==> src/rtl/rf_wb_arbiter.sv <==
// Writeback arbiter: merges a priority ALU result with a FIFO-buffered load stream onto the
// register file write port, dropping x0 writes and stalling the ALU to stop load starvation.
// Optional read-port forwarding is enabled with `define RF_WB_FWD_EN.
module rf_wb_arbiter #(
    parameter int unsigned LD_DEPTH   = 4,
    parameter int unsigned STARVE_MAX = 3
) (
    input  logic        clk,
    input  logic        rst,
    input  logic        alu_valid,
    input  logic [4:0]  alu_rd,
    input  logic [31:0] alu_data,
    output logic        alu_stall,
    input  logic        ld_valid,
    output logic        ld_ready,
    input  logic [4:0]  ld_rd,
    input  logic [31:0] ld_data,
`ifdef RF_WB_FWD_EN
    input  logic [4:0]  fwd_a1,
    input  logic [4:0]  fwd_a2,
    input  logic [31:0] rf_rd1,
    input  logic [31:0] rf_rd2,
    output logic [31:0] fwd_rd1,
    output logic [31:0] fwd_rd2,
`endif
    output logic [4:0]  A3,
    output logic [31:0] wd3,
    output logic        we,
    output logic [31:0] wr_cnt
);

    localparam int unsigned AW = $clog2(LD_DEPTH);
    localparam int unsigned CW = AW + 1;
    localparam int unsigned SW = $clog2(STARVE_MAX + 1);

    typedef struct packed {
        logic [4:0]  rd;
        logic [31:0] data;
    } ld_ent_t;

    ld_ent_t          mem [LD_DEPTH];
    logic [AW-1:0]    wptr, rptr;
    logic [CW-1:0]    count;
    logic [SW-1:0]    starve;

    logic             empty_c, alu_win_c, pop_c, push_c, stall_nxt_c;
    logic [SW-1:0]    starve_nxt_c;

    assign empty_c   = (count == '0);
    assign ld_ready  = !rst && (count < CW'(LD_DEPTH));
    assign alu_win_c = !alu_stall && alu_valid && (alu_rd != 5'd0);
    assign pop_c     = !alu_win_c && !empty_c;
    assign push_c    = ld_valid && ld_ready && (ld_rd != 5'd0);

    // Starvation tracking: each ALU win over a waiting load counts; a pop clears it.
    always_comb begin
        starve_nxt_c = starve;
        stall_nxt_c  = 1'b0;
        if (alu_win_c && !empty_c) begin
            starve_nxt_c = starve + SW'(1);
            stall_nxt_c  = (starve_nxt_c == SW'(STARVE_MAX));
        end else if (pop_c) begin
            starve_nxt_c = '0;
        end
    end

    // Payload storage needs no reset; validity lives in count.
    always_ff @(posedge clk) begin
        if (push_c) begin
            mem[wptr] <= '{rd: ld_rd, data: ld_data};
        end
    end

    always_ff @(posedge clk or posedge rst) begin
        if (rst) begin
            wptr      <= '0;
            rptr      <= '0;
            count     <= '0;
            starve    <= '0;
            alu_stall <= 1'b0;
            we        <= 1'b0;
            A3        <= 5'd0;
            wd3       <= 32'd0;
            wr_cnt    <= 32'd0;
        end else begin
            if (push_c) wptr <= wptr + AW'(1);
            if (pop_c)  rptr <= rptr + AW'(1);
            count     <= count + CW'(push_c) - CW'(pop_c);
            starve    <= starve_nxt_c;
            alu_stall <= stall_nxt_c;
            we        <= alu_win_c || pop_c;
            if (alu_win_c) begin
                A3  <= alu_rd;
                wd3 <= alu_data;
            end else if (pop_c) begin
                A3  <= mem[rptr].rd;
                wd3 <= mem[rptr].data;
            end
            if (alu_win_c || pop_c) wr_cnt <= wr_cnt + 32'd1;
        end
    end

`ifdef RF_WB_FWD_EN
    // Write-through of the write currently presented to the register file.
    assign fwd_rd1 = (we && (A3 == fwd_a1) && (fwd_a1 != 5'd0)) ? wd3 : rf_rd1;
    assign fwd_rd2 = (we && (A3 == fwd_a2) && (fwd_a2 != 5'd0)) ? wd3 : rf_rd2;
`endif

endmodule

==> config.mk <==
export PLATFORM = sky130hd
export DESIGN_NAME = rf_wb_arbiter
export DESIGN_NICKNAME = d
export VERILOG_FILES = /design/src/rtl/rf_wb_arbiter.sv
export SDC_FILE = /design/constraint.sdc
export NUM_CORES = 1
export LEC_CHECK = 0
export ABC_AREA = 0
export CAP_MARGIN = 0
export CORE_UTILIZATION = 45
export CTS_CLUSTER_SIZE = 25
export DETAILED_ROUTE_END_ITERATION = 16
export PLACE_DENSITY = 0.75
export SLEW_MARGIN = 10
export SYNTH_ARGS = -nofsm -noshare
export SYNTH_HDL_FRONTEND = slang
export SYNTH_SLANG_ARGS = --single-unit
export TNS_END_PERCENT = 30
==> constraint.sdc <==
create_clock -name clk -period 3.35 [get_ports clk]
set_input_delay 0.5025 -clock clk [delete_from_list [all_inputs] [get_ports clk]]
set_output_delay 0.5025 -clock clk [all_outputs]
set_load 0.02 [all_outputs]
== After elaboration in Yosys (flattened, before gate mapping) ==
Memories as Yosys holds them, arrays and structs flattened.
Cells that the tools add are included.

* RAM bits: 148
* Word-level logic and storage cells: 44
* Input port bits: 78
* Memories kept: 1
* Register bits: 80
* Output and inout bits: 72

{| class="wikitable"
|+ Memory list
! name !! depth !! bits a word !! read ports !! clocked after memory_dff !! wr ports !! RTL line !! text
|-
| mem || 4 || 37 || 1 || 0 || 1 || 41 || <nowiki>ld_ent_t mem [LD_DEPTH];</nowiki>
|}

* Magnitude comparators: 1
* Reductions and logical operators: 17
* Add/sub/neg operators: 6
* Muxes and demuxes: 9
* Eq/ne operators: 1

{| class="wikitable"
|+ Operators by type and width
! cell !! count
|-
| 32-bit two-way mux || 2
|-
| 32-bit by 1-bit adder with 32-bit output, second input constant || 1
|-
| 5-bit two-way mux || 2
|-
| 5-bit nonzero test || 2
|-
| 1-bit logical AND || 7
|-
| 2-bit by 1-bit adder with 2-bit output, second input constant || 3
|-
| 1-bit zero test || 4
|-
| 2-bit two-way mux || 2
|-
| 2-bit nonzero test || 2
|-
| 3-bit by 1-bit adder with 3-bit output || 1
|-
| 3-bit zero test || 1
|-
| 3-bit less-than comparator, second input constant || 1
|-
| 1-bit two-way mux || 3
|-
| 3-bit by 1-bit subtractor with 3-bit output || 1
|-
| 2-bit == test, second input constant || 1
|-
| 1-bit logical OR || 1
|}

== Longest topological paths before layout ==
* Depth in word-level cells: 7
* Depth in mapped cells: 11
* Depth with buffers taken out: 11

== Worst setup path after synthesis ==
Ideal clock, no wire load.

* Path type: in2reg
* Start point: input alu_rd[1]
* End point: register count[2]
* Buffers on the path: 0
* Path slack: 662 ps
* Arrival: 2561 ps
* Setup time: 128 ps
* Stages on the path: 10
* Required time: 3222 ps
* Cells stage by stage: or4_4 -> o21a_4 -> nor2_1 -> ha_1 -> inv_1 -> ha_1 -> inv_1 -> fa_1 -> xnor2_1 -> xnor2_1

* Longest elaborated chain between the ends: 5

{| class="wikitable"
|+ Ends and longest elaborated chain
! what !! RTL line !! text
|-
| start: declaration || 11 || <nowiki>input logic [4:0] alu_rd,</nowiki>
|-
| 5-bit nonzero test || 51 || <nowiki>assign alu_win_c = !alu_stall && alu_valid && (alu_rd != 5'd0);</nowiki>
|-
| 1-bit logical AND || 51 ||
|-
| 1-bit zero test || 52 || <nowiki>assign pop_c = !alu_win_c && !empty_c;</nowiki>
|-
| 1-bit logical AND || 52 ||
|-
| net pop_c || 46 || <nowiki>logic empty_c, alu_win_c, pop_c, push_c, stall_nxt_c;</nowiki>
|-
| 3-bit by 1-bit subtractor with 3-bit output || 88 || <nowiki>count <= count + CW'(push_c) - CW'(pop_c);</nowiki>
|-
| end signal: assignment || 88 ||
|-
| end: declaration || 43 || <nowiki>logic [CW-1:0] count;</nowiki>
|}

The timed path passes the listed nets, and every way through them passes these cells.
A chain may end at the register's enable or synchronous reset.

== Worst setup path in the final report ==
Same ends and word-level chain as after synthesis.

==> summary.md <==
| Metric | Value |
|---|---|
| Status | completed |
| Post-synth top flop | edfxtp_1 |
| Final ANT Viol Nets | 0 |
| Fin crit period | 2674 ps |
| Post-synth top cells | 148 x edfxtp_1, 87 x nand2_1, 80 x dfrtp_1 |
| Initial antenna violation count | 1 |
| Worst-path fanout max | 9 |
| CTS tree | done |
| Worst EP required | 3720 ps |
| Post-route DRC | 0 |
| Startpoint types | input pin |
| Post-synth top area share | 48.82% |
| Synth area leader | edfxtp_1 |
| Root Buffer | clkbuf_16 |
| Synthesized area per cell | 15.59 µm² |
| Layout cells sized above 1 | 13.67% |
| First-pass GRT wire length | 30.02 mm |
| Total Die Area | 0.02080 mm² |
| Antenna diode count | 0 |
| Core footprint | 0.01965 mm² |
| Placed instance count | 985 |
| Setup TNS | 0 ps |
| WS Path Type | in2reg |
| Mapped cell area | 0.009104 mm² |
| Die X | 144.2 µm |
| Seq/Total Area, Yosys | 70.81% |
| RSZ-0062 raised after global routing | false |
| Slew HR | 34.31% |
| Global Route met3 Usage | 3.841% |
| Postcts setup bufs | 0 |
| Post-synth EDFFs | 148 |
| Fin Clk Skew | 8.382 ps |
| Final GP Congestion | 0.8812 |
| Routed WL | 18.97 mm |
| Min-Delay Path Class | in2async |
| Grt met2 use | 32.34% |
| Fraction of registers with async set/reset | 35.09% |
| Maximum vdd drop | 0.4718 mV |
| Final period util | 79.81% |
| Leak | 0.004270 µW |
| Max-slew violation count | 0 |
| Core Rows | 51 |
| Area Overhead vs Synth | 28.19% |
| Final hold vios | 0 |
| Synth area leaders | edfxtp_1 49%, dfrtp_1 22%, mux4_2 9.2% |
| Met1 Use GR | 24.18% |
| Clk slew on worst S/H paths | 60 ps |
| Critical Path AT | 3050 ps |
| PortBufs | 149 |
| Largest net degree at the start of global routing | 48 |
| Syn_nets | 671 |
| Syn Inst Count | 584 |
| Global-route usage over all layers | 18.84% |
| CTS max path bufs | 3 |
| Yosys cell types | 42 |
| F_max | 0.3740 GHz |
| Iter 0 DRT Violations | 315 |
| Clock sink count | 228 |
| Global route overflow | 0 |
| # IOs | 150 |
| Post-layout nets | 832 |
| Wire length per cell | 18.49 µm |
| # hold bufs at CTS | 0 |
| Die Ht | 144.2 µm |
| Worst-margin pin slew | 985.4 ps |
| H-tree depth | 1 |
| Vias | 5420 |
| Most used routing layer | met2 |
| Total CTS buffers | 23 |
| Synth Register Bits | 228 |
| Number of global-route vias before repair | 5729 |
| Max-cap violations | 0 |
| Crit. End Element | flop |
| Final setup violation count | 0 |
| Clk_lat worst skew | 500 ps |
| Starting Density | 46.32% |
| Via density | 5.283 |
| Fin cells | 1026 |
| PD cells | 773.9 mW/mm² |
| 1st-pass router iterations | 4 |
| Detailed-placement wirelength estimate | 12.74 mm |
| Yosys warns | 0 |
| CTS resizes | 0 |
| Count leader, synth | edfxtp_1 |
[flip-flops by register name, indices dropped and copies added (netlist names)]
| signal | cells |
|---|---|
| rptr | 2 |
| we | 1 |
| mem | 148 |
| wptr | 2 |
| starve | 2 |
| wd3 | 32 |
| count | 3 |
| A3 | 5 |
| alu_stall | 1 |
| wr_cnt | 32 |
[layout by cell type (no fill, tap or decap), drive strengths merged]
master         netlist  final
and4                 2      2
nor2                53     53
clkinv               0     10
a21o                 1      1
nand2               88     88
nand4                9      9
a21oi                2      2
xnor2               17     17
a31oi               35     35
fa                   1      1
clkbuf               7     27
or3                  1      1
a21boi               1      1
nand3               11     11
nor2b                2      2
buf                 19     13
mux2                 1      1
or2                  1      1
and3                 4      4
and2                 4      4
clkdlybuf4s50        0    149
nor4                 1      1
o21ai                5      5
inv                 10      9
dfrtp               80     80
xor2                19     19
clkinvlp             0      3
ha                   8      8
o21a                 1      1
nor3                 8      8
mux2i                2      2
o31ai                1      1
edfxtp             148    148
o2111ai              1      1
or4                  1      1
bufinv               0      2
o211ai               3      3
mux4                37     37
[stage by stage]
stage / setup slack [ps] / area, µm² / hold WS, ps / util, % / power (µW)
detailed placement: 159.3 / 10950 / 474.3 / 55.69 / 6669
finish: 676.2 / 11670 / 446.7 / 59.38 / 9031
floorplan: 661.8 / 9104 / 452.6 / - / 5535
global placement: 224.8 / 10950 / 459.5 / 55.69 / 6561
CTS: 682.7 / 11670 / 456.0 / 59.38 / 9138
global route: 567.3 / 11670 / 497.6 / 59.38 / 9492
[routing by layer]
metal | up-vias | wire (µm)
li1 | 2484 | -
met4 | 0 | 406
met1 | 2716 | 7742
met3 | 32 | 1337
met5 | - | 0
met2 | 188 | 9479
[logic make-up after synthesis]
group,after synthesis,share of synthesized area (%)
flops,228,70.81
mux,40,9.538
fa+ha+maj,9,1.319
compound gates,50,3.986
xor+xnor,36,3.463
simple gates,185,8.947
buf+inv,36,1.938
[critical path, stage by stage]
cell,delay (ps)
clkdlybuf4s50_1,430
or4_4,570
o21a_4,270
nor2_1,140
ha_1,240
inv_1,50
ha_1,140
inv_1,60
fa_1,370
xnor2_1,140
xnor2_1,120
[where the power goes]
group	switching (µW)	internal, µW	total, µW	leakage, µW
Combinational	1350	1340	2700	0.00163
Clock	1010	1430	2450	0.000344
Sequential	431	3460	3890	0.00230
[final timing paths]
path                            slack [ps]  depth (start not counted)    endpoint  startpoint
min in group clk                       480                          1  wr_cnt[31]  wr_cnt[31]
worst max register to register         950                         10    count[2]   alu_stall
worst min-delay path                   450                          2      wd3[0]         rst
max in group asynchronous             2240                          3       A3[0]         rst
worst max-delay path                   680                         11    count[2]   alu_rd[1]
worst min register to register         480                          1  wr_cnt[31]  wr_cnt[31]
[final cells by class]
| class | instances | area [µm²] |
|---|---|---|
| fill | 1487 | 7984 |
| timing repair buffer | 162 | 1639 |
| tap | 265 | 331.6 |
| multi-input combinational | 320 | 2487 |
| clock buffer | 27 | 600.6 |
| inverter | 10 | 38.79 |
| sequential | 228 | 6449 |
| clock inverter | 14 | 123.9 |
No activity file was read; power rests on OpenSTA's default activity.
